<file path="config.mk">
export PLATFORM = sky130hd
export DESIGN_NAME = writeback_arbiter
export DESIGN_NICKNAME = d
export VERILOG_FILES = /design/src/rtl/writeback_arbiter.sv
export SDC_FILE = /design/constraint.sdc
export NUM_CORES = 1
export LEC_CHECK = 0
export ABC_CLOCK_PERIOD_IN_PS = 4600
export BUFFER_PORTS_ARGS = -buffer_cell sky130_fd_sc_hd__buf_2
export CORE_UTILIZATION = 40
export CTS_CLUSTER_DIAMETER = 30
export CTS_CLUSTER_SIZE = 20
export DETAILED_ROUTE_END_ITERATION = 16
export PLACE_DENSITY = 0.59
export SLEW_MARGIN = 25
export SYNTH_ARGS = -nofsm -noshare
export SYNTH_HDL_FRONTEND = slang
export SYNTH_SLANG_ARGS = --single-unit
</file>
<file path="constraint.sdc">
create_clock -name clk -period 4.6 [get_ports clk]
set_input_delay 0.92 -clock clk [delete_from_list [all_inputs] [get_ports clk]]
set_output_delay 0.92 -clock clk [all_outputs]
set_load 0.02 [all_outputs]
</file>
<file path="src/rtl/writeback_arbiter.sv">
`default_nettype none
// +-------------------------------------------------------------------------+
// | writeback_arbiter: per-unit result queues, round-robin drained onto the |
// | single register-file write port, with per-thread flush and x0 drop.     |
// | Revision: 1.0                                                           |
// +-------------------------------------------------------------------------+
module writeback_arbiter #(
  parameter int NUM_UNITS  = 3,
  parameter int FIFO_DEPTH = 2,
  parameter int XLEN       = 32
) (
  input  logic                            clk,
  input  logic                            rst,
  input  logic [NUM_UNITS-1:0]            unit_valid,
  output logic [NUM_UNITS-1:0]            unit_ready,
  input  logic [NUM_UNITS-1:0][1:0]       unit_thread,
  input  logic [NUM_UNITS-1:0][4:0]       unit_rd,
  input  logic [NUM_UNITS-1:0][XLEN-1:0]  unit_data,
  input  logic                            flush_valid,
  input  logic [1:0]                      flush_thread,
  output logic                            wr_en,
  output logic [4:0]                      rd_addr,
  output logic [XLEN-1:0]                 new_data,
  output logic [1:0]                      thread_rd_id,
  output logic                            busy
);

  localparam int c_ptr_w = $clog2(FIFO_DEPTH);
  localparam int c_cnt_w = $clog2(FIFO_DEPTH + 1);
  localparam int c_rr_w  = (NUM_UNITS > 1) ? $clog2(NUM_UNITS) : 1;

  localparam logic [c_ptr_w-1:0] c_ptr_one = c_ptr_w'(1);
  localparam logic [c_cnt_w-1:0] c_cnt_one = c_cnt_w'(1);
  localparam logic [c_cnt_w-1:0] c_depth   = c_cnt_w'(FIFO_DEPTH);
  localparam logic [c_rr_w:0]    c_units   = (c_rr_w + 1)'(NUM_UNITS);
  localparam logic [c_rr_w-1:0]  c_last    = c_rr_w'(NUM_UNITS - 1);

  logic [NUM_UNITS-1:0]            w_nonempty;
  logic [NUM_UNITS-1:0]            w_nonempty_nxt;
  logic [NUM_UNITS-1:0]            w_pop_vec;
  logic [NUM_UNITS-1:0]            w_head_kill;
  logic [NUM_UNITS-1:0][1:0]       w_head_thread;
  logic [NUM_UNITS-1:0][4:0]       w_head_rd;
  logic [NUM_UNITS-1:0][XLEN-1:0]  w_head_data;

  logic [c_rr_w-1:0]  r_rr;
  logic [c_rr_w-1:0]  w_grant;
  logic [c_rr_w:0]    w_idx;
  logic               w_pop;
  logic               w_sel_kill;
  logic               w_write;

  generate
    for (genvar i = 0; i < NUM_UNITS; i++) begin : g_unit
      logic [c_ptr_w-1:0]    r_head;
      logic [c_ptr_w-1:0]    r_tail;
      logic [c_cnt_w-1:0]    r_count;
      logic [c_cnt_w-1:0]    w_cnt_nxt;
      logic [FIFO_DEPTH-1:0] r_kill;
      logic [1:0]            r_thread [FIFO_DEPTH];
      logic [4:0]            r_rd     [FIFO_DEPTH];
      logic [XLEN-1:0]       r_data   [FIFO_DEPTH];
      logic                  w_push;
      logic                  w_pop_i;

      // Writes to x0 complete the handshake but never occupy a slot.
      assign unit_ready[i] = (r_count < c_depth);
      assign w_push        = unit_valid[i] && unit_ready[i] && (unit_rd[i] != 5'd0);
      assign w_pop_i       = w_pop_vec[i];

      always_comb begin
        w_cnt_nxt = r_count;
        if (w_push && !w_pop_i) begin
          w_cnt_nxt = r_count + c_cnt_one;
        end else if (!w_push && w_pop_i) begin
          w_cnt_nxt = r_count - c_cnt_one;
        end
      end

      always_ff @(posedge clk or posedge rst) begin
        if (rst) begin
          r_head  <= '0;
          r_tail  <= '0;
          r_count <= '0;
          r_kill  <= '0;
        end else begin
          for (int e = 0; e < FIFO_DEPTH; e++) begin
            if (flush_valid && (r_thread[e] == flush_thread)) begin
              r_kill[e] <= 1'b1;
            end
          end
          if (w_push) begin
            r_kill[r_tail] <= flush_valid && (unit_thread[i] == flush_thread);
            r_tail         <= r_tail + c_ptr_one;
          end
          if (w_pop_i) begin
            r_head <= r_head + c_ptr_one;
          end
          r_count <= w_cnt_nxt;
        end
      end

      // Payload needs no reset: only slots covered by count are ever read out.
      always_ff @(posedge clk) begin
        if (w_push) begin
          r_thread[r_tail] <= unit_thread[i];
          r_rd[r_tail]     <= unit_rd[i];
          r_data[r_tail]   <= unit_data[i];
        end
      end

      assign w_nonempty[i]     = (r_count != '0);
      assign w_nonempty_nxt[i] = (w_cnt_nxt != '0);
      assign w_head_kill[i]    = r_kill[r_head];
      assign w_head_thread[i]  = r_thread[r_head];
      assign w_head_rd[i]      = r_rd[r_head];
      assign w_head_data[i]    = r_data[r_head];
      assign w_pop_vec[i]      = w_pop && (w_grant == c_rr_w'(i));
    end
  endgenerate

  // First non-empty queue at or after the rr pointer, wrapping.
  always_comb begin
    w_pop   = 1'b0;
    w_grant = '0;
    w_idx   = '0;
    for (int k = 0; k < NUM_UNITS; k++) begin
      w_idx = {1'b0, r_rr} + (c_rr_w + 1)'(k);
      if (w_idx >= c_units) begin
        w_idx = w_idx - c_units;
      end
      if (!w_pop && w_nonempty[w_idx[c_rr_w-1:0]]) begin
        w_pop   = 1'b1;
        w_grant = w_idx[c_rr_w-1:0];
      end
    end
  end

  // A flush in the pop cycle must also suppress the entry leaving now.
  assign w_sel_kill = w_head_kill[w_grant] ||
                      (flush_valid && (w_head_thread[w_grant] == flush_thread));
  assign w_write    = w_pop && !w_sel_kill;

  always_ff @(posedge clk or posedge rst) begin
    if (rst) begin
      r_rr         <= '0;
      wr_en        <= 1'b0;
      rd_addr      <= '0;
      new_data     <= '0;
      thread_rd_id <= '0;
      busy         <= 1'b0;
    end else begin
      wr_en <= w_write;
      busy  <= (|w_nonempty_nxt) | w_write;
      if (w_pop) begin
        rd_addr      <= w_head_rd[w_grant];
        new_data     <= w_head_data[w_grant];
        thread_rd_id <= w_head_thread[w_grant];
        r_rr         <= (w_grant == c_last) ? '0 : (w_grant + c_rr_w'(1));
      end
    end
  end

endmodule
`default_nettype wire

</file>
==> results.py, run 1 <==
metrics = {
    "yosys": {
        "synth_top_area_share_pct": 59.8,
        "ys.flop_type": "edfxtp_1",
        "syn-num-nets": 845,
        "synth_adder_area_share_pct": 0.745,
        "avgSynthCellArea_um2": 16.5,
        "async_flop_share_pct": 20.7,
        "ys_seq_elements": 295,
        "muxShareOfSynthArea_pct": 10.8,
        "ys_warn_count": 0,
        "synth-compound-area-share_pct": 7.96,
        "ys_types": 52,
        "yosys.area_share.simple_pct": 3.48,
        "synthCells": 713,
        "yosysSeqAreaShare_pct": 72.8,
        "synth-xor-area-share_pct": 2.31,
        "synth_edf_count": 234,
        "yosys.area.top_type": "edfxtp_1",
        "synth_area_um2": 11800,
        "synth_top_family_by_area": "multiplexers",
        "synthTopCellsByArea": "edfxtp_1 60%, dfrtp_1 13%, mux2i_1 10%, o221ai_2 2.6%, xnor2_1 2.2%",
    },
    "finish": {
        "final_common_cell": "edfxtp_1",
        "final_cell_mix": "234 x edfxtp_1, 168 x buf_2, 123 x mux2i_1",
        "drive_above_1_share_pct": 33.6,
        "layout.nets": 1056,
        "fillCellCount": 2402,
        "syn_to_final_growth_pct": 29.1,
        "post-route-cell-area_um2": 15200,
        "multi_input_area_um2": 3010,
        "seq_area_um2": 8560,
    },
    "setup_path": {
        "r2r-start": "r_rr[0]",
        "cp-startpoint": "r_rr[0]",
        "arrival_ns": 4.02,
        "end_kind": "flip-flop",
        "path_common_cell": "mux2i_1",
        "crit_type": "flip-flop to flip-flop",
        "reg2reg_to": "busy",
        "startpoint_type": "flip-flop",
        "reg2reg_slack_ns": 0.99,
        "required_ns": 5.02,
        "cpPeakStageDelay_ns": 0.72,
        "cp_max_fo": 19,
        "slowest_stage": "or3_2",
        "cp_cell_sequence": "inv_1 -> ha_1 -> mux2i_1 -> a21oi_1 -> or4b_1 -> and2_0 -> or3_2 -> mux2i_1 -> a2111oi_0 -> o211ai_1",
        "worst_r2r_path_depth": 10,
    },
    "die": {
        "placementRows": 62,
        "die_y_um": 173,
        "pin_count": 169,
        "chipWidth_um": 173,
        "core_um2": 28800,
        "start_util_pct": 40.8,
        "die_area_um2": 30100,
    },
    "timing": {
        "fin_crit_sh_pct": 78.5,
        "worst_pin_slew_ns": 0.895,
        "fin_skew_ns": 0.0243,
        "max_freq_mhz": 277,
        "hold_violations": 0,
        "rsz0062_at_grt": "no",
        "setup_viol": 0,
        "worst_slack_ns": 0.991,
        "finalMaxSlewViolations": 0,
        "setup-tns-final_ns": 0,
        "fin_crit_ns": 3.61,
        "max-slew-margin-rel_pct": 40.1,
    },
    "clock_network": {
        "cts_tree": "yes",
        "clockBufferDepth": 3,
        "clkSinkCount": 295,
        "post-cts-setup-buffers": 0,
        "cts_resized": 0,
        "h-tree-depth": 2,
        "cts-buffers-inserted": 61,
        "cts.clk_slew.worst_paths_ns": 0.05,
        "holdBufCountCts": 0,
        "root_buffer": "clkbuf_16",
        "clkLatencyLatePin_ns": 0.58,
    },
    "global_routing": {
        "gr-usage-all-layers_pct": 18.5,
        "antenna_found_initial": 7,
        "grt_pass1_wl_um": 41400,
        "grt_max_degree": 46,
        "grt_pass1_vias": 7119,
        "gr-total-overflow": 0,
    },
    "route": {
        "via_per_inst": 5.06,
        "dr.first_iter.drc_count": 403,
        "wl_per_cell_um": 20.1,
        "first_pass_iters": 4,
        "drc_errors": 0,
        "via_count": 6904,
        "ant_nets": 0,
        "wl_um": 27400,
    },
    "power": {
        "p_leak_nw": 5.93,
        "fin_total_pwr_mw": 12.8,
        "ir_worst_vdd_mv": 0.472,
        "p_per_area_nw_per_um2": 842,
    },
    "run": {
        "max_cap_viol_count": 0,
    },
    "worst_hold_path": {
        "min_path_type": "input pin to asynchronous set/reset pin",
    },
    "outcome": {
        "outcome": "finished clean",
    },
    "placement": {
        "io_buffers": 168,
        "dp_slack_ns": 0.982,
        "hpwl_um": 16700,
        "dpl_cell_area_um2": 13100,
        "routabilityCongestion": 0.791,
    },
}
flip-flops by register name (all words and copies together) (netlist names):
signal and cells:
g_unit.r_data 192, new_data 32, g_unit.r_rd 30, g_unit.r_thread 12, g_unit.r_count 6, g_unit.r_kill 6
rd_addr 5, g_unit.r_head 3, g_unit.r_tail 3, r_rr 2, thread_rd_id 2, busy 1
wr_en 1
synthesized netlist by cell type, drive strengths merged (3+ instances only):
master,count
nor2b,4
mux2,3
nor3b,3
a311oi,3
a2111oi,3
and2,5
nand2b,3
edfxtp,234
nand3,3
mux2i,123
clkbuf,24
o221ai,37
o21a,3
buf,13
xnor2,29
or3,4
a211oi,3
o21ai,6
nor2,48
nand2,6
o211ai,3
a21oi,46
dfrtp,61
inv,16
ha,7
a31oi,4
worst max-delay path by stage:
stage	end	cells past startpoint	slack, ns
global placement	busy	10	1.02
finish	busy	10	0.99
CTS	busy	10	0.97
floorplan	g_unit[2].r_data[0][0]	3	1.03
detailed placement	busy	10	0.98
global route	busy	10	0.62
critical path, delay by kind of cell, from the launching register on:
| kind | cells | cell delay (ns) |
|---|---|---|
| buf+inv | 1 | 0.09 |
| compound gates | 3 | 0.68 |
| fa+ha+maj | 1 | 0.29 |
| mux | 2 | 0.47 |
| flops | 1 | 0.39 |
| simple gates | 3 | 1.55 |
kinds of logic after synthesis:
group,count (synthesis)
compound gates,116
xor+xnor,31
fa+ha+maj,7
buf+inv,53
flops,295
mux,126
simple gates,85
layer usage:
layer  up-vias  GRT usage (%)  routed length (um)
met5         -              0                  46
met4         8           5.31                 441
met3        44           5.07                1930
met2       232           29.5               12700
met1      3414           24.7               12300
li1       3206              -                   -
power breakdown:
part	switching, mW	internal [mW]	leakage [nW]
clock	1.43	2.89	1.01
combinational	2.81	1.66	2.05
sequential	0.274	3.71	2.88
metrics by stage:
stage	hold slack [ns]	utilization, %	std cells
3_5_place_dp	0.480	45.5	1245
5_1_grt	0.393	52.7	1361
4_1_cts	0.382	52.7	1361
2_1_floorplan	0.455	-	713
3_3_place_gp	0.486	45.5	1245
6_report	0.382	52.7	1364
cell type report:
class                      instances  share of cell area, %
timing repair buffer             185                   6.38
clock buffer                      73                   10.6
clock inverter                    43                   3.19
antenna                            3                 0.0495
inverter                          16                  0.404
multi-input combinational        365                   19.9
tap                              384                   3.17
sequential                       295                   56.4
Note: power is estimated with default switching activity, not from simulation.
==> run 2: changes to the inputs <==
ABC_CLOCK_PERIOD_IN_PS = 3550   (was 4600)
clock period = 3.55 ns   (was 4.6 ns; I/O delays follow)
==> run 2 against run 1 <==
  * Global-route usage up 0.30 points
  * Cell count rose by 1.2%
  * Combinational power up 33%
  * Register-to-register slack lost 0.72 ns
  * Clock power grew 46%
  * Wire length rose by 0.43%
  * Setup slack lost 0.72 ns
  * First-iteration DRC count rose by 20%
  * Worst hold slack got worse by 0.15 ns
  * Sequential cell count did not move
  * Sequential power up 31%
==> results.py, run 2 (synthesis results as in run 1) <==
metrics = {
    "route": {
        "via_count": 6885,
        "wl_per_cell_um": 19.9,
        "drc_errors": 0,
        "wl_um": 27500,
        "first_pass_iters": 4,
        "ant_nets": 0,
        "dr.first_iter.drc_count": 482,
        "via_per_inst": 4.99,
    },
    "finish": {
        "top_regs": "g_unit.r_data: 192 flops, new_data: 32 flops, g_unit.r_rd: 30 flops",
        "final_cell_mix": "234 x edfxtp_1, 168 x buf_2, 123 x mux2i_1",
        "drive_above_1_share_pct": 34.3,
        "fillCellCount": 2342,
        "final_common_cell": "edfxtp_1",
        "post-route-cell-area_um2": 15600,
        "layout.nets": 1069,
        "largest_register_ffs": 192,
        "syn_to_final_growth_pct": 32.6,
        "regMostFlops": "g_unit.r_data",
    },
    "setup_path": {
        "worst_r2r_path_depth": 10,
        "reg2reg_slack_ns": 0.27,
        "end_kind": "flip-flop",
        "crit_type": "flip-flop to flip-flop",
        "timing.critical_path.to": "busy",
        "cp-startpoint": "r_rr[0]",
        "arrival_ns": 3.67,
        "cp_max_fo": 7,
        "cpPeakStageDelay_ns": 0.54,
        "reg2reg_to": "busy",
        "cp_cell_sequence": "inv_1 -> ha_1 -> mux2i_1 -> a21oi_1 -> or4b_1 -> and2_0 -> or3_2 -> mux2i_1 -> a2111oi_0 -> o211ai_1",
        "slowest_stage": "or4b_1",
        "r2r-start": "r_rr[0]",
        "required_ns": 3.94,
        "startpoint_type": "flip-flop",
        "path_common_cell": "mux2i_1",
    },
    "power": {
        "switching_share_pct": 35.0,
        "p_leak_nw": 6.10,
        "fin_total_pwr_mw": 17.5,
        "p_comb_share_pct": 34.0,
        "p_per_area_nw_per_um2": 1120,
        "ir_worst_vdd_mv": 0.666,
        "p_switching_mw": 6.12,
        "internal_power_mw": 11.3,
        "seq_power_share_pct": 30.0,
        "clkPwrFrac_pct": 36.1,
    },
    "placement": {
        "routabilityCongestion": 0.807,
        "dpl_cell_area_um2": 13200,
        "io_buffers": 168,
        "hpwl_um": 17600,
    },
    "global_routing": {
        "grt_max_degree": 37,
        "grt_pass1_wl_um": 42100,
        "gr-total-overflow": 0,
        "antenna_found_initial": 5,
        "gr-usage-all-layers_pct": 18.8,
        "grt_pass1_vias": 7282,
    },
    "die": {
        "die_area_um2": 30100,
        "pin_count": 169,
        "core_um2": 28800,
        "start_util_pct": 40.8,
        "placementRows": 62,
        "chipWidth_um": 173,
        "die_y_um": 173,
    },
    "timing": {
        "fin_skew_ns": 0.0301,
        "worst_pin_slew_ns": 0.893,
        "rsz0062_at_grt": "no",
        "max_freq_mhz": 305,
        "setup-tns-final_ns": 0,
        "max-slew-margin-rel_pct": 40.4,
        "hold_violations": 0,
        "finalMaxSlewViolations": 0,
        "fin_crit_sh_pct": 92.4,
        "fin_crit_ns": 3.28,
        "setup_viol": 0,
    },
    "clock_network": {
        "cts.clk_slew.worst_paths_ns": 0.04,
        "clkLatencyLatePin_ns": 0.57,
        "holdBufCountCts": 0,
        "cts-buffers-inserted": 68,
        "root_buffer": "clkbuf_16",
        "clkSinkCount": 295,
        "h-tree-depth": 3,
        "post-cts-setup-buffers": 0,
        "clockBufferDepth": 3,
        "cts_resized": 0,
        "cts_tree": "yes",
    },
    "run": {
        "max_cap_viol_count": 0,
    },
    "worst_hold_path": {
        "min_path_type": "input pin to asynchronous set/reset pin",
    },
    "outcome": {
        "outcome": "finished clean",
    },
}
## run 2: cell types whose count changed in the layout (fill, tap and decap cells not counted), moves of 2 or more
cell        change
clkinv_4        -2
clkbuf_16       +7
clkinvlp_4      +2
clkinv_2        -2
inv_6           -4
clkinv_16       +5
buf_4           +3
buf_12          +3
clkinv_1        +4
## run 2: power groups by stage
stage | Sequential, mW | Combinational [mW] | Clock [mW]
after floorplan | 5.43 | 3.97 | 0
after global placement | 5.28 | 5.90 | 0
after detailed placement | 5.29 | 6.00 | 0
after CTS | 5.25 | 6.03 | 6.39
after global routing | 5.33 | 6.47 | 6.59
final | 5.24 | 5.93 | 6.30
## run 2: cell type report
type | count | area [um2] | share of cell area [%]
well taps | 384 | 480 | 3.08
inverters | 16 | 61.3 | 0.394
multi-input cells | 365 | 3010 | 19.3
flip-flops and latches | 295 | 8560 | 54.9
diodes | 4 | 10.0 | 0.0643
repair buffers | 191 | 1050 | 6.75
clock inverters | 47 | 632 | 4.06
clock buffers | 79 | 1770 | 11.4
## run 2: worst min-delay path by stage
stage                                start               end  slack (ns)  depth (start not counted)
final                                  rst      new_data[19]        0.23                          2
after global routing                   rst      new_data[17]        0.26                          2
after CTS                              rst      new_data[22]        0.24                          2
after global placement        new_data[28]      new_data[28]        0.48                          2
after floorplan           g_unit[2].r_tail  g_unit[2].r_tail        0.46                          1
after detailed placement      new_data[12]      new_data[12]        0.49                          2
## run 2: worst max-delay path, delay by kind of cell, from the launching register on
kind	cells	cell delay (ns)
and+or+nand+nor	3	1.20
AOI/OAI and AO/OA	3	0.73
muxes	2	0.42
DFF	1	0.39
adders and majority gates	1	0.30
buffers and inverters	1	0.08
## run 2: per-layer routing
metal	track usage (%)	part of all wire, %
met1	24.9	45
met2	29.4	46
met3	5.99	7.2
met4	5.97	1.9
met5	0	0.062
## run 2: metrics by stage
stage	worst slack (ns)	util (%)	hold WS [ns]	cells
floorplan	0.190	-	0.455	713
global placement	0.354	45.7	0.484	1251
detailed placement	0.259	45.7	0.487	1251
CTS	0.227	54.1	0.245	1377
global route	0.0448	54.1	0.260	1377
finish	0.269	54.1	0.230	1381
==> run 3: changes to the inputs <==
PLACE_DENSITY = default   (was 0.59)
==> run 3 against run 2 <==
  * Worst hold slack improved by 0.018 ns
  * Register-to-register slack got worse by 0.02 ns
  * Global-route usage fell by 0.24 points
  * Sequential share of layout area rose by 1.4 points
  * Highest routed layer unchanged
  * Fmax fell by 0.49%
  * Utilization fell by 1.3 points
  * First-iteration DRC count fell by 18%
  * Combinational power barely moved
  * Cell count fell by 1.2%
  * Clock power fell by 12%
  * Clock-buffer cell count fell by 7
==> results.py, run 3 (synthesis results as in run 1) <==
metrics = {
    "outcome": {
        "outcome": "finished clean",
    },
    "clock_network": {
        "holdBufCountCts": 0,
        "root_buffer": "clkbuf_16",
        "clkSinkCount": 295,
        "h-tree-depth": 2,
        "cts-buffers-inserted": 59,
        "clkLatencyLatePin_ns": 0.56,
        "post-cts-setup-buffers": 0,
        "cts_resized": 0,
        "cts.clk_slew.worst_paths_ns": 0.05,
        "cts_tree": "yes",
        "clockBufferDepth": 3,
    },
    "route": {
        "via_count": 6859,
        "via_per_inst": 5.03,
        "wl_per_cell_um": 20.2,
        "ant_nets": 0,
        "dr.first_iter.drc_count": 397,
        "first_pass_iters": 4,
        "wl_um": 27600,
        "drc_errors": 0,
    },
    "finish": {
        "largest_register_ffs": 192,
        "drive_above_1_share_pct": 33.7,
        "regMostFlops": "g_unit.r_data",
        "final_cell_mix": "234 x edfxtp_1, 168 x buf_2, 123 x mux2i_1",
        "final_common_cell": "edfxtp_1",
        "layout.nets": 1059,
        "fillCellCount": 2398,
        "fin_util_pct": 52.8,
        "syn_to_final_growth_pct": 29.3,
        "top_regs": "g_unit.r_data: 192 flops, new_data: 32 flops, g_unit.r_rd: 30 flops",
    },
    "power": {
        "ir_worst_vdd_mv": 0.593,
        "switching_share_pct": 35.0,
        "p_switching_mw": 5.82,
        "fin_total_pwr_mw": 16.6,
        "p_leak_nw": 5.94,
        "internal_power_mw": 10.8,
        "clkPwrFrac_pct": 33.2,
        "seq_power_share_pct": 31.2,
        "p_per_area_nw_per_um2": 1100,
        "p_comb_share_pct": 35.6,
    },
    "setup_path": {
        "startpoint_type": "flip-flop",
        "arrival_ns": 3.70,
        "required_ns": 3.96,
        "end_kind": "flip-flop",
        "crit_type": "flip-flop to flip-flop",
        "cp_max_fo": 7,
    },
    "die": {
        "die_y_um": 173,
        "core_um2": 28800,
        "start_util_pct": 40.8,
        "chipWidth_um": 173,
        "die_area_um2": 30100,
        "placementRows": 62,
        "pin_count": 169,
    },
    "placement": {
        "hpwl_um": 17000,
        "io_buffers": 168,
        "routabilityCongestion": 0.760,
        "dp_slack_ns": 0.285,
    },
    "global_routing": {
        "grt_max_degree": 40,
        "grt_pass1_wl_um": 41900,
        "gr-total-overflow": 0,
        "gr-usage-all-layers_pct": 18.5,
        "grt_pass1_vias": 7154,
        "antenna_found_initial": 5,
    },
    "timing": {
        "fin_skew_ns": 0.0163,
        "fin_crit_sh_pct": 92.9,
        "worst_slack_ns": 0.253,
        "setup_viol": 0,
        "max_freq_mhz": 303,
        "hold_violations": 0,
        "fin_crit_ns": 3.30,
        "setup-tns-final_ns": 0,
        "max-slew-margin-rel_pct": 36.8,
        "rsz0062_at_grt": "no",
        "worst_pin_slew_ns": 0.946,
        "finalMaxSlewViolations": 0,
    },
    "worst_hold_path": {
        "min_path_type": "input pin to asynchronous set/reset pin",
    },
    "run": {
        "max_cap_viol_count": 0,
    },
}
[run 3: cell types whose count changed in the layout (fill, tap and decap cells not counted), sizes merged]
cell / delta
clkbuf: -7
diode: -1
clkinv: -6
clkinvlp: -1
bufinv: -1
buf: -1
[run 3: through the flow]
| step | cells | hold slack (ns) | instance area, um2 |
|---|---|---|---|
| after floorplan | 713 | 0.455 | 11800 |
| after global placement | 1250 | 0.480 | 13100 |
| after detailed placement | 1250 | 0.484 | 13100 |
| after CTS | 1361 | 0.255 | 15200 |
| after global routing | 1361 | 0.300 | 15200 |
| final | 1364 | 0.248 | 15200 |
[run 3: worst paths after layout]
kind	start	endpoint	slack, ns	depth (start not counted)
min	rst	new_data[0]	0.25	2
min in group clk	unit_data[43]	g_unit[1].r_data[1][11]	0.33	1
min reg2reg	new_data[2]	new_data[2]	0.49	2
max in group asynchronous	rst	rd_addr[3]	2.67	3
max	r_rr[0]	busy	0.25	10
max reg2reg	r_rr[0]	busy	0.25	10
[run 3: power by group through the flow]
stage               Combinational [mW]  Sequential [mW]  Clock (mW)
floorplan                         3.97             5.43           0
global placement                  5.92             5.24           0
detailed placement                6.02             5.25           0
CTS                               6.03             5.21        5.60
global route                      6.46             5.28        5.78
finish                            5.92             5.20        5.52
[run 3: per-layer routing]
metal / share of wire [%] / track usage (%) / vias to the layer above
met3: 5.7 / 4.78 / 53
met2: 47 / 29.8 / 198
met1: 46 / 25.0 / 3393
met5: 0.15 / 0 / -
met4: 1.7 / 5.01 / 6
li1: - / - / 3209
[run 3: area by class of cell]
cell class	count	area, um2	area share, %
repair buffers	190	1030	6.79
clock inverters	39	424	2.79
diodes	3	7.51	0.0494
flip-flops and latches	295	8560	56.3
multi-input cells	365	3010	19.8
well taps	384	480	3.16
clock buffers	72	1620	10.6
inverters	16	61.3	0.404
[run 3: worst max-delay path, stage by stage, from the launching register on]
cell	delay (ns)
dfrtp_1	0.39
inv_1	0.09
ha_1	0.30
mux2i_1	0.26
a21oi_1	0.13
or4b_1	0.55
and2_0	0.18
or3_2	0.48
mux2i_1	0.16
a2111oi_0	0.45
o211ai_1	0.15
